===== src/rtl/execute_pipe_if.sv =====
// Handshake and data bundle for execute_pipe.
// master: the side that issues operations and consumes results (upstream/downstream agent).
// slave:  the execute stage itself.
interface execute_pipe_if #(
    parameter int DATA_W = 16,
    parameter int REG_W  = 3
);
    logic              in_valid;
    logic              in_ready;
    logic [DATA_W-1:0] pc_next;
    logic [DATA_W-1:0] rs_data;
    logic [DATA_W-1:0] rt_data;
    logic [DATA_W-1:0] imm;
    logic [REG_W-1:0]  rs;
    logic [REG_W-1:0]  rt;
    logic [REG_W-1:0]  rd;
    logic              reg_dst;
    logic              alu_src;
    logic [1:0]        alu_op;
    logic [3:0]        func;
    logic              out_valid;
    logic              out_ready;
    logic [DATA_W-1:0] alu_result;
    logic [DATA_W-1:0] branch_target;
    logic              zero;
    logic [REG_W-1:0]  dest_reg;

    modport master (
        output in_valid, pc_next, rs_data, rt_data, imm, rs, rt, rd,
               reg_dst, alu_src, alu_op, func, out_ready,
        input  in_ready, out_valid, alu_result, branch_target, zero, dest_reg
    );

    modport slave (
        input  in_valid, pc_next, rs_data, rt_data, imm, rs, rt, rd,
               reg_dst, alu_src, alu_op, func, out_ready,
        output in_ready, out_valid, alu_result, branch_target, zero, dest_reg
    );
endinterface


===== src/rtl/execute_pipe.sv =====
// Execute stage: single-cycle ALU ops plus a DATA_W-cycle shift-add multiplier.
// Optional result forwarding from the held output is enabled by defining
// EXECUTE_PIPE_FWD_EN; without it rs_data/rt_data are used as presented.
//
// state | meaning
// IDLE  | ready for a new op (when the output slot is free or draining)
// MUL   | iterating the shift-add multiplier, one step per cycle
module execute_pipe #(
    parameter int DATA_W = 16,
    parameter int REG_W  = 3
) (
    input  logic          clk,
    input  logic          rst,
    execute_pipe_if.slave bus
);
    localparam int CNT_W = $clog2(DATA_W + 1);

    typedef enum logic {IDLE, MUL} state_t;
    typedef enum logic [2:0] {F_ADD, F_SUB, F_AND, F_OR, F_XOR, F_SLT, F_MUL} fn_t;

    state_t            state_q, state_d;
    logic [CNT_W-1:0]  cnt_q;
    logic [DATA_W-1:0] mcand_q, mplier_q, acc_q;
    logic [DATA_W-1:0] alu_result_q, branch_target_q;
    logic              zero_q, out_valid_q;
    logic [REG_W-1:0]  dest_reg_q;

    fn_t               fn;
    logic              accept, mul_done;
    logic [DATA_W-1:0] op_a, op_rt, op_b, alu_val, acc_step, branch_calc;

    assign bus.in_ready      = (state_q == IDLE) && (!out_valid_q || bus.out_ready);
    assign accept            = bus.in_valid && bus.in_ready;
    assign mul_done          = (state_q == MUL) && (cnt_q == CNT_W'(1));
    assign acc_step          = acc_q + (mplier_q[0] ? mcand_q : '0);
    assign branch_calc       = bus.pc_next + {bus.imm[DATA_W-2:0], 1'b0};

    assign bus.out_valid     = out_valid_q;
    assign bus.alu_result    = alu_result_q;
    assign bus.branch_target = branch_target_q;
    assign bus.zero          = zero_q;
    assign bus.dest_reg      = dest_reg_q;

    // Decode alu_op/func into a single operation code.
    always_comb begin
        fn = F_ADD;
        case (bus.alu_op)
            2'b00: fn = F_ADD;
            2'b01: fn = F_SUB;
            2'b11: fn = F_OR;
            default: begin
                case (bus.func)
                    4'b0000: fn = F_ADD;
                    4'b0001: fn = F_SUB;
                    4'b0010: fn = F_AND;
                    4'b0011: fn = F_OR;
                    4'b0100: fn = F_XOR;
                    4'b0101: fn = F_SLT;
                    4'b0110: fn = F_MUL;
                    default: fn = F_ADD;
                endcase
            end
        endcase
    end

`ifdef EXECUTE_PIPE_FWD_EN
    // Operand selection; a held, still-valid result overrides a stale register read.
    always_comb begin
        op_a  = bus.rs_data;
        op_rt = bus.rt_data;
        if (out_valid_q && (dest_reg_q == bus.rs) && (bus.rs != '0)) op_a  = alu_result_q;
        if (out_valid_q && (dest_reg_q == bus.rt) && (bus.rt != '0)) op_rt = alu_result_q;
        op_b = bus.alu_src ? bus.imm : op_rt;
    end
`else
    logic unused_rs;
    assign unused_rs = ^bus.rs;

    // Operand selection straight from the register read ports.
    always_comb begin
        op_a  = bus.rs_data;
        op_rt = bus.rt_data;
        op_b  = bus.alu_src ? bus.imm : op_rt;
    end
`endif

    // Single-cycle ALU; MUL is handled by the iterative path, so it falls to ADD here.
    always_comb begin
        alu_val = op_a + op_b;
        case (fn)
            F_SUB:   alu_val = op_a - op_b;
            F_AND:   alu_val = op_a & op_b;
            F_OR:    alu_val = op_a | op_b;
            F_XOR:   alu_val = op_a ^ op_b;
            F_SLT: begin
                alu_val    = '0;
                alu_val[0] = ($signed(op_a) < $signed(op_b));
            end
            default: alu_val = op_a + op_b;
        endcase
    end

    // FSM state register.
    always_ff @(posedge clk or posedge rst) begin
        if (rst) state_q <= IDLE;
        else     state_q <= state_d;
    end

    // FSM next state: a MUL accept starts iteration, the last step returns to IDLE.
    always_comb begin
        state_d = state_q;
        case (state_q)
            IDLE:    if (accept && (fn == F_MUL)) state_d = MUL;
            MUL:     if (mul_done) state_d = IDLE;
            default: state_d = IDLE;
        endcase
    end

    // Output registers, handshake flag and multiplier datapath.
    always_ff @(posedge clk or posedge rst) begin
        if (rst) begin
            cnt_q           <= '0;
            mcand_q         <= '0;
            mplier_q        <= '0;
            acc_q           <= '0;
            alu_result_q    <= '0;
            branch_target_q <= '0;
            zero_q          <= 1'b0;
            out_valid_q     <= 1'b0;
            dest_reg_q      <= '0;
        end else begin
            if (mul_done) begin
                alu_result_q <= acc_step;
                zero_q       <= (acc_step == '0);
                out_valid_q  <= 1'b1;
            end else if (accept) begin
                // dest/branch are captured now; out_valid stays low through MUL so updating them early is invisible.
                dest_reg_q      <= bus.reg_dst ? bus.rd : bus.rt;
                branch_target_q <= branch_calc;
                if (fn == F_MUL) begin
                    out_valid_q <= 1'b0;
                    cnt_q       <= CNT_W'(DATA_W);
                    mcand_q     <= op_a;
                    mplier_q    <= op_b;
                    acc_q       <= '0;
                end else begin
                    alu_result_q <= alu_val;
                    zero_q       <= (alu_val == '0);
                    out_valid_q  <= 1'b1;
                end
            end else if (bus.out_ready) begin
                out_valid_q <= 1'b0;
            end

            if (state_q == MUL) begin
                acc_q    <= acc_step;
                mcand_q  <= mcand_q << 1;
                mplier_q <= mplier_q >> 1;
                cnt_q    <= cnt_q - CNT_W'(1);
            end
        end
    end
endmodule


===== src/flat_wrapper.sv =====
// flat-port wrapper written by rule: the top's interface ports become plain ports
module execute_pipe_flat 
#(
    parameter int DATA_W = 16,
    parameter int REG_W  = 3
)
  (clk, rst, bus_in_valid, bus_pc_next, bus_rs_data, bus_rt_data, bus_imm, bus_rs, bus_rt, bus_rd, bus_reg_dst, bus_alu_src, bus_alu_op, bus_func, bus_out_ready, bus_in_ready, bus_out_valid, bus_alu_result, bus_branch_target, bus_zero, bus_dest_reg);
  execute_pipe_if #(.DATA_W(DATA_W), .REG_W(REG_W)) bus_i ();
  input  logic clk;
  input  logic rst;
  input wire logic [$bits(bus_i.in_valid)-1:0] bus_in_valid;
  input wire logic [$bits(bus_i.pc_next)-1:0] bus_pc_next;
  input wire logic [$bits(bus_i.rs_data)-1:0] bus_rs_data;
  input wire logic [$bits(bus_i.rt_data)-1:0] bus_rt_data;
  input wire logic [$bits(bus_i.imm)-1:0] bus_imm;
  input wire logic [$bits(bus_i.rs)-1:0] bus_rs;
  input wire logic [$bits(bus_i.rt)-1:0] bus_rt;
  input wire logic [$bits(bus_i.rd)-1:0] bus_rd;
  input wire logic [$bits(bus_i.reg_dst)-1:0] bus_reg_dst;
  input wire logic [$bits(bus_i.alu_src)-1:0] bus_alu_src;
  input wire logic [$bits(bus_i.alu_op)-1:0] bus_alu_op;
  input wire logic [$bits(bus_i.func)-1:0] bus_func;
  input wire logic [$bits(bus_i.out_ready)-1:0] bus_out_ready;
  output wire logic [$bits(bus_i.in_ready)-1:0] bus_in_ready;
  output wire logic [$bits(bus_i.out_valid)-1:0] bus_out_valid;
  output wire logic [$bits(bus_i.alu_result)-1:0] bus_alu_result;
  output wire logic [$bits(bus_i.branch_target)-1:0] bus_branch_target;
  output wire logic [$bits(bus_i.zero)-1:0] bus_zero;
  output wire logic [$bits(bus_i.dest_reg)-1:0] bus_dest_reg;
  assign bus_i.in_valid = bus_in_valid;
  assign bus_i.pc_next = bus_pc_next;
  assign bus_i.rs_data = bus_rs_data;
  assign bus_i.rt_data = bus_rt_data;
  assign bus_i.imm = bus_imm;
  assign bus_i.rs = bus_rs;
  assign bus_i.rt = bus_rt;
  assign bus_i.rd = bus_rd;
  assign bus_i.reg_dst = bus_reg_dst;
  assign bus_i.alu_src = bus_alu_src;
  assign bus_i.alu_op = bus_alu_op;
  assign bus_i.func = bus_func;
  assign bus_i.out_ready = bus_out_ready;
  assign bus_in_ready = bus_i.in_ready;
  assign bus_out_valid = bus_i.out_valid;
  assign bus_alu_result = bus_i.alu_result;
  assign bus_branch_target = bus_i.branch_target;
  assign bus_zero = bus_i.zero;
  assign bus_dest_reg = bus_i.dest_reg;
  execute_pipe #(.DATA_W(DATA_W), .REG_W(REG_W)) u_core (.clk(clk), .rst(rst), .bus(bus_i));
endmodule

===== config.mk =====
export PLATFORM = sky130hd
export DESIGN_NAME = execute_pipe_flat
export DESIGN_NICKNAME = d
export VERILOG_FILES = /design/src/rtl/execute_pipe_if.sv /design/src/rtl/execute_pipe.sv /design/src/flat_wrapper.sv
export SDC_FILE = /design/constraint.sdc
export NUM_CORES = 1
export LEC_CHECK = 0
export ABC_AREA = 1
export CAP_MARGIN = 5
export CORE_ASPECT_RATIO = 0.6
export CORE_MARGIN = 2
export CORE_UTILIZATION = 45
export CTS_CLUSTER_DIAMETER = 40
export CTS_CLUSTER_SIZE = 20
export DETAILED_ROUTE_END_ITERATION = 10
export PLACE_DENSITY = 0.8
export SYNTH_ARGS = -nofsm -noshare
export SYNTH_HDL_FRONTEND = slang
export SYNTH_SLANG_ARGS = --single-unit

===== constraint.sdc =====
create_clock -name clk -period 4.35 [get_ports clk]
set_clock_uncertainty 0.1 [all_clocks]
set_input_delay 0.87 -clock clk [delete_from_list [all_inputs] [get_ports clk]]
set_output_delay 0.87 -clock clk [all_outputs]
set_load 0.01 [all_outputs]

==> impl_table.tex <==
\begin{tabular}{lr}
\hline
Metric & Value \\
\hline
\multicolumn{2}{l}{\textbf{Worst setup path}} \\
\quad Critical path's slowest cell & sky130\_fd\_sc\_hd\_\_o21ai\_0 \\
\quad Req. time, crit path & 4.55 ns \\
\quad Peak fanout along the critical path & 20 \\
\quad CP Class & in2reg \\
\quad Most prevalent standard cell on the critical path & sky130\_fd\_sc\_hd\_\_nand2\_1 \\
\quad Worst stage delay on the critical path & 0.78 ns \\
\quad Critical Path End Type & register \\
\quad Worst path cell trace & clkdlybuf4s50\_1, buf\_12, o21ai\_0, ha\_1, nor2\_1, nand2\_1, inv\_1, nand4\_1, nand3\_1, nand2\_1, nand3\_1, nand3\_1, nor2\_1, nand2\_1, nor2\_1, nand3\_1, nand2\_1, nand2\_1, nand2\_1 \\
\quad Worst setup SP type & primary input \\
\quad Crit path arrival time & 4.29 ns \\
\multicolumn{2}{l}{\textbf{Pwr}} \\
\quad Net switching share of the total power & 0.4687 \\
\quad Cell internal pwr & 3.155 mW \\
\quad Clock share of power & 0.146 \\
\quad Net Sw Power & 2.783 mW \\
\quad Worst VDD drop & 337.2 uV \\
\quad Sequential group share of total power & 0.259 \\
\quad Cell area power density & 572.4 mW/mm\^{}2 \\
\quad Combinational power share & 0.595 \\
\quad Leakage power figure & 5.499 nW \\
\multicolumn{2}{l}{\textbf{Final layout}} \\
\quad Final standard cell count with taps included and fillers excluded & 1,683 \\
\quad Antenna cell count & 0 \\
\quad Final layout net count & 1,616 \\
\quad Layout area overhead & 22.07\% \\
\quad Fill cell instance count of the final layout & 1,762 \\
\quad Ratio of cells with drive above 1 in the final layout & 0.04782 \\
\multicolumn{2}{l}{\textbf{Hold path}} \\
\quad Hold Path Class & reg2reg \\
\multicolumn{2}{l}{\textbf{Synthesis}} \\
\quad Sequential-to-total area share from yosys stat & 0.2679 \\
\quad Post-synthesis register bit count & 91 \\
\quad Post-synth cell types & 38 \\
\quad Synth Net Count & 1,492 \\
\quad Syn Inst Count & 1,314 \\
\quad Top post-synthesis cells by area & sky130\_fd\_sc\_hd\_\_dfrtp\_1 (27\%), sky130\_fd\_sc\_hd\_\_nand2\_1 (16\%), sky130\_fd\_sc\_hd\_\_ha\_1 (13\%) \\
\quad Number of enable-type register cells in the synthesized netlist & 0 \\
\quad Synth cell count leaders & sky130\_fd\_sc\_hd\_\_nand2\_1 (372), sky130\_fd\_sc\_hd\_\_inv\_1 (213), sky130\_fd\_sc\_hd\_\_nor2\_1 (141) \\
\quad Most area-hungry cell type in the Yosys netlist & sky130\_fd\_sc\_hd\_\_dfrtp\_1 \\
\quad Cell with the most instances after synthesis & sky130\_fd\_sc\_hd\_\_nand2\_1 \\
\quad Warning count from the yosys run & 0 \\
\quad Mean cell area of the mapped netlist & 6.468 sq um \\
\quad Post-synth ARST share & 1.000 \\
\quad Mapped Area & 0.008499 sq mm \\
\quad Most used flip-flop cell after synthesis & sky130\_fd\_sc\_hd\_\_dfrtp\_1 \\
\quad Proportion of netlist area held by the largest area contributor & 0.2679 \\
\multicolumn{2}{l}{\textbf{Global routing}} \\
\quad Overall track demand over capacity in global routing & 0.2785 \\
\quad Largest net degree at the start of global routing & 41 \\
\quad Antenna violations before repair & 0 \\
\quad Vias in the first global route & 8,197 \\
\quad Global-route wire length before repair & 43,990 microns \\
\quad Overall overflow remaining after global route & 0 \\
\multicolumn{2}{l}{\textbf{Drt}} \\
\quad Total via count in the routed design & 9,057 \\
\quad Routed len/inst & 16.54 microns \\
\quad Antenna violation net count after detailed routing & 0 \\
\quad Via-to-Cell Ratio & 5.381 \\
\quad Iteration count of the initial detailed-routing pass & 5 \\
\quad Violation count after the first detailed-route iteration & 989 \\
\quad Number of remaining DRC errors & 0 \\
\quad Post-Route WL & 27,840 microns \\
\multicolumn{2}{l}{\textbf{Clocking}} \\
\quad H-tree depth reported by CTS & 3 \\
\quad CTS Hold Buffers Added & 0 \\
\quad Post-cts gate resize count & 0 \\
\quad Clock network latency to the later pin of the worst-skew pair & 0.36 ns \\
\quad Clock Root Buffer & sky130\_fd\_sc\_hd\_\_clkbuf\_16 \\
\quad Clock tree from TritonCTS & built \\
\quad Buffer count from post-CTS setup fixing & 0 \\
\quad Clock sink count & 91 \\
\quad Clock slew at the register clock pins of the worst setup and hold paths & 0.06 ns \\
\quad Number of buffers added by the clock tree synthesis step & 9 \\
\quad CTS Buffer Depth & 2 \\
\multicolumn{2}{l}{\textbf{Flow run}} \\
\quad Number of max-cap violations & 0 \\
\multicolumn{2}{l}{\textbf{Floorplanning}} \\
\quad Vert. Die Dim & 110.5 microns \\
\quad Initial cell density of the core & 0.4643 \\
\quad Number of cell rows & 38 \\
\quad Floorplan Core Area & 0.01831 sq mm \\
\quad Die Area & 0.02004 sq mm \\
\quad Num ports & 123 \\
\quad Floorplan die width & 181.4 microns \\
\multicolumn{2}{l}{\textbf{Timing}} \\
\quad Hold slack & 0.3922 ns \\
\quad Number of endpoints with negative hold slack in the final report & 0 \\
\quad Fmax & 244.8 MHz \\
\quad Setup repair after global routing missed its margin & no \\
\quad Final setup violating endpoints & 0 \\
\quad Actual transition at the worst max-transition pin & 0.9932 ns \\
\quad Pins Over Slew Limit & 0 \\
\quad Final critical path time including I/O delays and setup & 4.085 ns \\
\quad Final worst path period share & 0.9391 \\
\quad Max-slew headroom & 0.3309 \\
\multicolumn{2}{l}{\textbf{Outcome}} \\
\quad Outcome & finished clean \\
\multicolumn{2}{l}{\textbf{Placed design}} \\
\quad Gpl congestion & 0.9731 \\
\quad Number of placed cells counting well taps & 1,667 \\
\quad \# port buffers & 119 \\
\quad DP HPWL & 22,630 microns \\
\hline
\end{tabular}
cells in the final DEF, fill, tap and decap left out, drive strengths merged, types with 3 or more instances in the layout:
cell           netlist  final
a21oi               65     65
a221oi               7      7
a31oi                3      3
buf                 14     26
clkbuf              18     10
clkdlybuf4s50        0    119
clkinv               0      3
dfrtp               91     91
fa                   4      4
ha                  89     89
inv                218    218
nand2              372    372
nand3               97     97
nand3b               5      5
nand4               11     11
nor2               145    145
nor3                 9      9
o211ai               5      5
o21ai               80     80
o21bai               6      6
o221ai               4      4
o22ai               28     28
or2                 11     11
xnor2                9      9
xor2                14     14
area by class of cell:
cell class | count | area [sq um] | area share
multi-input combinational | 973 | 5254 | 0.5064
clock buffer | 10 | 239.0 | 0.02303
timing repair buffer | 145 | 1399 | 0.1348
sequential | 91 | 2277 | 0.2195
tap | 240 | 300.3 | 0.02894
inverter | 218 | 819.5 | 0.07899
clock inverter | 6 | 86.33 | 0.008321
cells by family (layout without fill, tap and decap cells):
| logic type | after synthesis | count (layout) | synth area share |
|---|---|---|---|
| AOI/OAI and AO/OA | 205 | 205 | 0.1368 |
| xor gates and xnor gates | 23 | 23 | 0.02370 |
| adders and majority gates | 93 | 93 | 0.1404 |
| buffers and inverters | 250 | 379 | 0.1142 |
| DFF | 91 | 91 | 0.2679 |
| and+or+nand+nor | 652 | 652 | 0.3169 |
metrics by stage:
step           worst slack (ns)  power, mW  utilization  instance area [sq um]  setup TNS, ns
6_report                 0.2647      5.938       0.5668                  10380              0
3_3_place_gp            0.05406      4.916       0.5490                  10050              0
2_1_floorplan             1.016      3.790            -                   8499              0
5_1_grt                0.006505      6.412       0.5668                  10380              0
4_1_cts                  0.2752      5.894       0.5668                  10380              0
3_5_place_dp           -0.08090      4.998       0.5490                  10050       -0.08090
per-layer routing:
layer	GRT usage	vias to the layer above	share of wire	routed length [microns]
li1	-	4425	-	-
met1	0.4298	4093	0.47	13130
met3	0.07421	33	0.13	3497
met5	0	-	0	0
met2	0.3765	506	0.39	10760
met4	0.06938	0	0.016	459
critical path, delay by kind of cell:
| family | cells | cell delay [ns] |
|---|---|---|
| adder cells (fa/ha/maj) | 1 | 0.43 |
| AND/OR/NAND/NOR | 14 | 1.49 |
| AO/OA/AOI/OAI | 1 | 0.78 |
| buffers and inverters | 3 | 0.69 |
path summary, 6_finish.rpt:
kind                                        startpoint                     endpoint  slack (ns)  depth (start not counted)
max in group asynchronous                          rst              u_core.acc_q[5]        2.59                          3
max                                        bus_alu_src              u_core.bus.zero        0.26                         19
min                        u_core.bus.branch_target[0]  u_core.bus.branch_target[0]        0.39                          2
min in group asynchronous                          rst            u_core.mcand_q[5]        0.73                          2
max reg2reg                         u_core.mplier_q[0]              u_core.bus.zero        1.37                         17
min reg2reg                u_core.bus.branch_target[0]  u_core.bus.branch_target[0]        0.39                          2
power groups by stage:
stage / Clock (mW) / Combinational, mW / Sequential, mW
final: 0.866 / 3.53 / 1.54
after global routing: 0.905 / 3.93 / 1.58
after CTS: 0.875 / 3.49 / 1.53
after detailed placement: 0 / 3.46 / 1.53
after global placement: 0 / 3.39 / 1.53
after floorplan: 0 / 2.27 / 1.52
Power figures use the tool's default switching activity.
==> RTL change (same flow settings) <==
`DATA_W` is set to 16 in 3 places; all go to 8.
--- a/src/rtl/execute_pipe_if.sv
+++ b/src/rtl/execute_pipe_if.sv
@@ -2,7 +2,7 @@
 // master: the side that issues operations and consumes results (upstream/downstream agent).
 // slave:  the execute stage itself.
 interface execute_pipe_if #(
-    parameter int DATA_W = 16,
+    parameter int DATA_W = 8,
     parameter int REG_W  = 3
 );
     logic              in_valid;
--- a/src/rtl/execute_pipe.sv
+++ b/src/rtl/execute_pipe.sv
@@ -6,7 +6,7 @@
 // IDLE  | ready for a new op (when the output slot is free or draining)
 // MUL   | iterating the shift-add multiplier, one step per cycle
 module execute_pipe #(
-    parameter int DATA_W = 16,
+    parameter int DATA_W = 8,
     parameter int REG_W  = 3
 ) (
     input  logic          clk,
--- a/src/flat_wrapper.sv
+++ b/src/flat_wrapper.sv
@@ -1,7 +1,7 @@
 // flat-port wrapper written by rule: the top's interface ports become plain ports
 module execute_pipe_flat 
 #(
-    parameter int DATA_W = 16,
+    parameter int DATA_W = 8,
     parameter int REG_W  = 3
 )
   (clk, rst, bus_in_valid, bus_pc_next, bus_rs_data, bus_rt_data, bus_imm, bus_rs, bus_rt, bus_rd, bus_reg_dst, bus_alu_src, bus_alu_op, bus_func, bus_out_ready, bus_in_ready, bus_out_valid, bus_alu_result, bus_branch_target, bus_zero, bus_dest_reg);
Ports: changed (6 resized); port bits go from 123 to 75. No check against the original RTL was run, so the function may have changed too.
==> RTL change against the unedited design <==
Cell area decreased by 49%. Sequential power decreased by 46%. Setup slack improved by 330 ps. Critical path depth decreased by 1. Power decreased by 57%. Count of clock-buffer cells in the layout decreased by 5. Via count decreased by 52%. Wire length decreased by 56%. Maximum frequency increased by 8.9%. Sequential cell count decreased by 41. Synthesized area decreased by 50%.
==> RTL change: results (changes against the unedited design) <==
ClkCell Share=3.14% (+0.0066 points); flop-to-flop setup slack=1560 ps (+190 ps); # port buffers=71 (-40%); vias=4303 (-52%); Peak VDD IR=0.252 mV (-25%); sequential share of cell area=23.8% (+1.9 points); Layout clock buffers=5 (-5); Synth cell types=37 (-2.6%); Synth Area in Compound Gates=12.4% (-1.3 points); Placed Cells=788 (-53%); register area share after synthesis=29.6% (+2.8 points); setup ws final=600 ps (+335 ps); via-per-instance ratio=5.41 (+0.45%); design area=0.00526 mm² (-49%); largest net degree at the start of global routing=51 (+24%); WP data arrival=3870 ps (-420 ps); Post-Synth XOR/XNOR Area=3.52% (+1.1 points); Logic power comb=1.26 mW (-64%); 1st-iter DRT viols=338 (-66%); Non-clock buffering overhead=14.5% (+1.0 points); synth cell count leaders=153 x nand2_1, 94 x inv_1, 50 x dfrtp_1; slowest stage cell on the critical path=clkdlybuf4s50_1; Hold WS=384 ps (-8.53 ps); TritonCTS buffer count=5 (-4); dpl hpwl=9730 µm (-57%); status=completed; Placer Congestion=1.06 (+8.6%); Adder-Cell Fraction of Synth Area=14.6% (+0.57 points); Clock Latency Late Sink=300 ps (-60 ps); Area after DPL=0.00509 mm² (-49%); Max FO, Critical Path=6 (-70%)
[RTL change: path summary, 6_finish.rpt]
kind                                                              start                                       to  depth (start not counted)
worst max-delay path                                        bus_alu_src              u_core.bus.zero$_DFFE_PP0P_                         18
worst min register to register  u_core.bus.branch_target[0]$_DFFE_PP0P_  u_core.bus.branch_target[0]$_DFFE_PP0P_                          2
max in group asynchronous                                           rst  u_core.bus.branch_target[6]$_DFFE_PP0P_                          2
worst max register to register                 u_core.state_q$_DFF_PP0_              u_core.bus.zero$_DFFE_PP0P_                         10
worst min-delay path            u_core.bus.branch_target[0]$_DFFE_PP0P_  u_core.bus.branch_target[0]$_DFFE_PP0P_                          2
min in group asynchronous                                           rst              u_core.acc_q[2]$_DFFE_PP0P_                          2
[RTL change: layer usage]
layer | global-route usage (%) | part of all wire [%]
met5 | 0 | 0
met4 | 4.57 | 0.97
met3 | 5.39 | 9.0
met2 | 36.6 | 42
met1 | 37.6 | 48
